<file path="src/rtl/serial_add_ctrl.sv">
// Bit-serial adder controller: feeds an external 1-bit full adder LSB first,
// collects the sum bits, and reports carry-out and signed overflow.
module serial_add_ctrl #(
  parameter int WIDTH = 8
) (
  input  logic             clk,
  input  logic             rst_n,
  input  logic             in_valid,
  output logic             in_ready,
  input  logic [WIDTH-1:0] op_a,
  input  logic [WIDTH-1:0] op_b,
  input  logic             cin,
  output logic             out_valid,
  input  logic             out_ready,
  output logic [WIDTH-1:0] result,
  output logic             cout,
  output logic             ovf,
  output logic             busy,
  output logic             fa_a,
  output logic             fa_b,
  output logic             fa_c,
  input  logic             fa_sum,
  input  logic             fa_carry
);

  localparam int CW = (WIDTH > 1) ? $clog2(WIDTH) : 1;
  localparam logic [CW-1:0] LAST_BIT = CW'(WIDTH - 1);

  typedef enum logic [1:0] {S_IDLE, S_ADD, S_DONE} state_t;

  state_t           state_q, state_d;
  logic [WIDTH-1:0] a_sh_q, a_sh_d;
  logic [WIDTH-1:0] b_sh_q, b_sh_d;
  logic [WIDTH-1:0] res_sh_q, res_sh_d;
  logic             carry_q, carry_d;
  logic [CW-1:0]    bit_cnt_q, bit_cnt_d;
  logic             cout_q, cout_d;
  logic             ovf_q, ovf_d;

  always_ff @(posedge clk or negedge rst_n) begin
    if (!rst_n) begin
      state_q   <= S_IDLE;
      a_sh_q    <= '0;
      b_sh_q    <= '0;
      res_sh_q  <= '0;
      carry_q   <= 1'b0;
      bit_cnt_q <= '0;
      cout_q    <= 1'b0;
      ovf_q     <= 1'b0;
    end else begin
      state_q   <= state_d;
      a_sh_q    <= a_sh_d;
      b_sh_q    <= b_sh_d;
      res_sh_q  <= res_sh_d;
      carry_q   <= carry_d;
      bit_cnt_q <= bit_cnt_d;
      cout_q    <= cout_d;
      ovf_q     <= ovf_d;
    end
  end

  always_comb begin
    state_d   = state_q;
    a_sh_d    = a_sh_q;
    b_sh_d    = b_sh_q;
    res_sh_d  = res_sh_q;
    carry_d   = carry_q;
    bit_cnt_d = bit_cnt_q;
    cout_d    = cout_q;
    ovf_d     = ovf_q;

    unique case (state_q)
      S_IDLE: begin
        if (in_valid) begin
          a_sh_d    = op_a;
          b_sh_d    = op_b;
          carry_d   = cin;
          bit_cnt_d = '0;
          state_d   = S_ADD;
        end
      end
      S_ADD: begin
        res_sh_d = {fa_sum, res_sh_q[WIDTH-1:1]};
        carry_d  = fa_carry;
        a_sh_d   = a_sh_q >> 1;
        b_sh_d   = b_sh_q >> 1;
        if (bit_cnt_q == LAST_BIT) begin
          // carry_q here is the carry into the MSB
          cout_d  = fa_carry;
          ovf_d   = carry_q ^ fa_carry;
          state_d = S_DONE;
        end else begin
          bit_cnt_d = bit_cnt_q + CW'(1);
        end
      end
      S_DONE: begin
        if (out_ready) state_d = S_IDLE;
      end
      default: state_d = S_IDLE;
    endcase
  end

  assign in_ready  = (state_q == S_IDLE);
  assign busy      = (state_q == S_ADD);
  assign out_valid = (state_q == S_DONE);
  assign result    = res_sh_q;
  assign cout      = cout_q;
  assign ovf       = ovf_q;
  assign fa_a      = busy ? a_sh_q[0] : 1'b0;
  assign fa_b      = busy ? b_sh_q[0] : 1'b0;
  assign fa_c      = busy ? carry_q   : 1'b0;

endmodule

</file>
<file path="config.mk">
export PLATFORM = sky130hd
export DESIGN_NAME = serial_add_ctrl
export DESIGN_NICKNAME = d
export VERILOG_FILES = /design/src/rtl/serial_add_ctrl.sv
export SDC_FILE = /design/constraint.sdc
export NUM_CORES = 1
export LEC_CHECK = 0
export CORE_MARGIN = 2
export CORE_UTILIZATION = 35
export DETAILED_ROUTE_END_ITERATION = 7
export GPL_ROUTABILITY_DRIVEN = 0
export PLACE_DENSITY_LB_ADDON = 0.2
export SYNTH_ARGS = -nofsm -noshare
export SYNTH_HDL_FRONTEND = slang
export SYNTH_SLANG_ARGS = --single-unit
</file>
<file path="constraint.sdc">
create_clock -name clk -period 1.6 [get_ports clk]
set_clock_uncertainty 0.15 [all_clocks]
set_input_delay 0.48 -clock clk [delete_from_list [all_inputs] [get_ports clk]]
set_output_delay 0.48 -clock clk [all_outputs]
set_load 0.03 [all_outputs]
</file>
======== Word-level counts from Yosys, hierarchy flattened ========
Index checks and enable logic that the tools add are counted.
word-level totals
  bits in registers ....................... 32
  bits in latches ......................... 0
  RAM bits ................................ 0
  ROM bits ................................ 0
  input bits .............................. 23
  output and inout bits ................... 16
  logic and storage cells ................. 39
  memories ................................ 0
cells by class
  add/sub/neg operators ................... 1
  multiply operators ...................... 0
  div/mod/pow operators ................... 0
  magnitude comparators ................... 0
  eq/ne operators ......................... 7
  shifts and indexed selects .............. 0
  multiplexer cells ....................... 16
  bitwise gates (word level) .............. 1
  reductions and logical operators ........ 6
operator list
  cell                   count
  $pmux W8 S2            2
  $mux W8                2
  $mux W2                3
  $mux W3                2
  $pmux W2 S3            1
  $pmux W3 S2            1
  $reduce_and A3 Y1      2
  $mux W1                4
  $ne A2 B1 Y1 const B   2
  $ne A2 B2 Y1 const B   2
  $reduce_and A2 Y1      2
  $add A3 B1 Y3 const B  1
  $eq A3 B3 Y1 const B   1
  $eq A2 B1 Y1 const B   1
  $eq A2 B2 Y1 const B   1
  $logic_not A2 Y1       1
  $pmux W1 S2            1
  $reduce_bool A2 Y1     1
  $xor A1 B1 Y1          1

======== Logic depth before layout (Yosys ltp) ========
  depth in word-level cells ............... 3
  depth in mapped cells ................... 6
  gate-level depth less buffers ........... 4

======== Worst setup path after synthesis ========
Ideal clock, no wire load.
  kind .................................... flip-flop to output port
  start point ............................. register state_q[1]
  end point ............................... output fa_c
  arrival time ............................ 1.425 ns
  required time ........................... 0.970 ns
  setup slack ............................. -0.455 ns
  stages on the path, launching flop included .. 7
  buffers on the path ..................... 3
  cells stage by stage .................... dfrtp_1 buf_6 nand2b_1 buf_6 buf_6 inv_1 and2_1
on the way
  cells in the longest elaborated chain, start to end .. 2
ends and longest elaborated chain
  item                    RTL line  source
  from (decl)             31        state_t state_q, state_d;
  from (signal assigned)  51        state_q <= state_d;
  $eq A2 B1 Y1            104       assign busy = (state_q == S_ADD);
  named net busy          18        output logic busy,
  $mux W1                 111       assign fa_c = busy ? carry_q : 1'b0;
  to (decl)               21        output logic fa_c,
The timed path passes the listed nets, and every way through them passes these cells.

======== Final worst setup path ========
  start point ............................. register state_q[0]
  end point ............................... output fa_c
on the way
  cells in the longest elaborated chain, start to end .. 2
ends and longest elaborated chain
  item          RTL line
  $eq A2 B1 Y1  104
  $mux W1       111
Every way passes these cells.

==> flow_summary.json <==
{
  "grt_max_degree": 33,
  "cp-start-kind": "register",
  "crit_required_ns": 0.97,
  "ir_drop_uv": 1038,
  "diodes": 0,
  "nNetsFinal": 223,
  "async_reset_ff_frac": 1.000,
  "drtIter0Drc": 35,
  "hold_class": "register to register",
  "routed_wl_mm": 4.092,
  "fin_ws_ns": -0.2515,
  "path_buf_inv": 2,
  "dp_hpwl_mm": 2.343,
  "post-place-ws_ns": -0.3867,
  "cp_slowest_cell": "dfrtp_2",
  "grtUsageTotal": 0.1647,
  "outcome": "finished with violations",
  "crit_type": "register to primary output",
  "path_depth": 4,
  "die_w_um": 72.04,
  "synth.area.top_cells": "dfrtp_1, nor4b_1, nor3b_1, a211oi_1, mux2_2",
  "arrival_ns": 1.22,
  "grt_pass1_vias": 1317,
  "final_antenna_net_count": 0,
  "rows": 24,
  "synth-seq-area-share": 0.4942,
  "r2r_setup_slack_ns": -0.04,
  "cts_buffers": 5,
  "setup_violations": 10,
  "avgSynthCellArea_sq_um": 11.57,
  "syn_nets": 165,
  "powerDensity_nw_per_um2": 2007,
  "cp_slowest_stage_delay_ns": 0.45,
  "yosys_register_bits": 32,
  "timing.fmax_mhz": 540.1,
  "rsz0062_at_grt": "true",
  "final_cells": 251,
  "via_per_inst": 5.327,
  "final_layout_size_suffix_gt1_frac": 0.5075,
  "path_cells": "nand2b_4 -> clkinvlp_4 -> and2_4 -> buf_6",
  "clock-sinks": 32,
  "hold_viol": 0,
  "synth-edff-count": 0,
  "route.detailed.drc": 0,
  "grt_pass1_wl_mm": 6.534,
  "finalCritPeriodShare": 1.157,
  "die_y_um": 72.04,
  "p_total_mw": 5.389,
  "crit_family": "flip-flops",
  "avgRoutedWirePerCell_um": 16.30,
  "violations": "setup timing",
  "slew_headroom": 0.7830,
  "dp_cells": 228,
  "vias": 1337,
  "final_area_sq_um": 2685,
  "synth_most_common_cell": "dfrtp_1",
  "synth_top_area_cell": "dfrtp_1",
  "hold_slack_ns": 0.3515,
  "hold-path-cell-count": 1,
  "final_util": 0.6083,
  "hold_buffers": 0,
  "clock_latency_ns": 0.28,
  "tightest_slew_ns": 0.3248,
  "ff2ff_path_depth": 5,
  "syn-instance-count": 140,
  "cts-root-buf": "clkbuf_8",
  "critPathMaxFanout": 4,
  "die-area_sq_um": 5190,
  "finalSetupTns_ns": -1.405,
  "first_pass_iters": 4,
  "grt_overflow_total": 0,
  "min_period_ns": 1.851,
  "core_area_sq_um": 4414,
  "cts_tree": "done",
  "leakage_nw": 1.161,
  "ys_top_cells_by_count": "dfrtp_1, inv_1, nor3b_1, nor4b_1, a211oi_1",
  "cts_max_path_buffers": 2,
  "synth_area_sq_um": 1620,
  "placed_cell_area_sq_um": 2087,
  "io_buffer_count": 38,
  "syn_to_final_growth_pct": 65.71,
  "pin_count": 39,
  "netlist.area_leader.share": 0.4942,
  "report.final.slew_viol_count": 0,
  "endpoint_kind": "primary output",
  "initial_core_util": 0.3671,
  "path_clk_slew_ns": 0.07,
  "ys.flop_type": "dfrtp_1",
  "synth_cell_type_count": 28,
  "h-tree-depth": 2,
  "yosysWarnings": 0,
  "maxCapViolCount": 0,
  "antenna_found_initial": 0
}
worst reg2reg max path: stages (launching register included):
cell     delay, ns
dfrtp_2       0.41
buf_6         0.12
buf_12        0.13
buf_8         0.13
or4b_1        0.46
o221a_2       0.14
cells by family after synthesis:
kind of cell,share of synthesized area
mux,0.07645
buf+inv,0.08416
flops,0.4942
compound gates,0.1266
fa+ha+maj,0.01544
xor+xnor,0.005406
simple gates,0.1977
area by class of cell:
cell class                 count  area (sq um)
inverter                      15         60.06
fill                         354          1729
tap                           52         65.06
timing repair buffer          64         686.9
sequential                    32         803.3
clock buffer                   7         96.34
clock inverter                 1         30.03
multi-input combinational     80         943.4
layout by cell type, fill, tap and decap left out, drive strengths merged, types with 2 or more instances in the layout:
master         instances
nor3b                 12
o221a                  4
ha                     2
clkbuf                 8
mux2                  10
nand3                  2
or4b                   4
o221ai                 2
nor4b                 12
nor2                   3
and2                   2
inv                   14
dfrtp                 32
clkdlybuf4s50         21
buf                   40
nand2b                 6
a211oi                11
timing repair:
item	CTS	global route
resized for setup	33	26
pin swaps	5	9
gates cloned	2	1
endpoints found under the setup margin	24	28
endpoints found under the hold margin	0	0
setup buffers	10	3
flip-flops by register name, summed over array words and instances, names as in the netlist:
| signal | count |
|---|---|
| a_sh_q | 8 |
| bit_cnt_q | 3 |
| ovf | 1 |
| state_q | 2 |
| carry_q | 1 |
| b_sh_q | 8 |
| result | 8 |
| cout | 1 |
where the power goes:
group | leakage (nW) | total (mW) | switching (mW) | internal (mW)
Combinational | 0.723 | 3.10 | 1.46 | 1.64
Clock | 0.0645 | 0.843 | 0.294 | 0.549
Sequential | 0.374 | 1.45 | 0.252 | 1.20
Total | 1.16 | 5.39 | 2.00 | 3.39
path summary, 6_finish.rpt:
kind                            startpoint         end
worst max-delay path            state_q[0]        fa_c
min in group asynchronous            rst_n        cout
worst min register to register   a_sh_q[7]   a_sh_q[7]
max in group asynchronous            rst_n  state_q[0]
worst min-delay path             a_sh_q[7]   a_sh_q[7]
worst max register to register  state_q[1]   b_sh_q[5]
routing by layer:
metal,part of all wire,track usage
met2,0.49,0.2562
met5,0,0
met3,0.043,0.03889
met4,0.022,0.06709
met1,0.44,0.2220
Power figures use the tool's default switching activity.
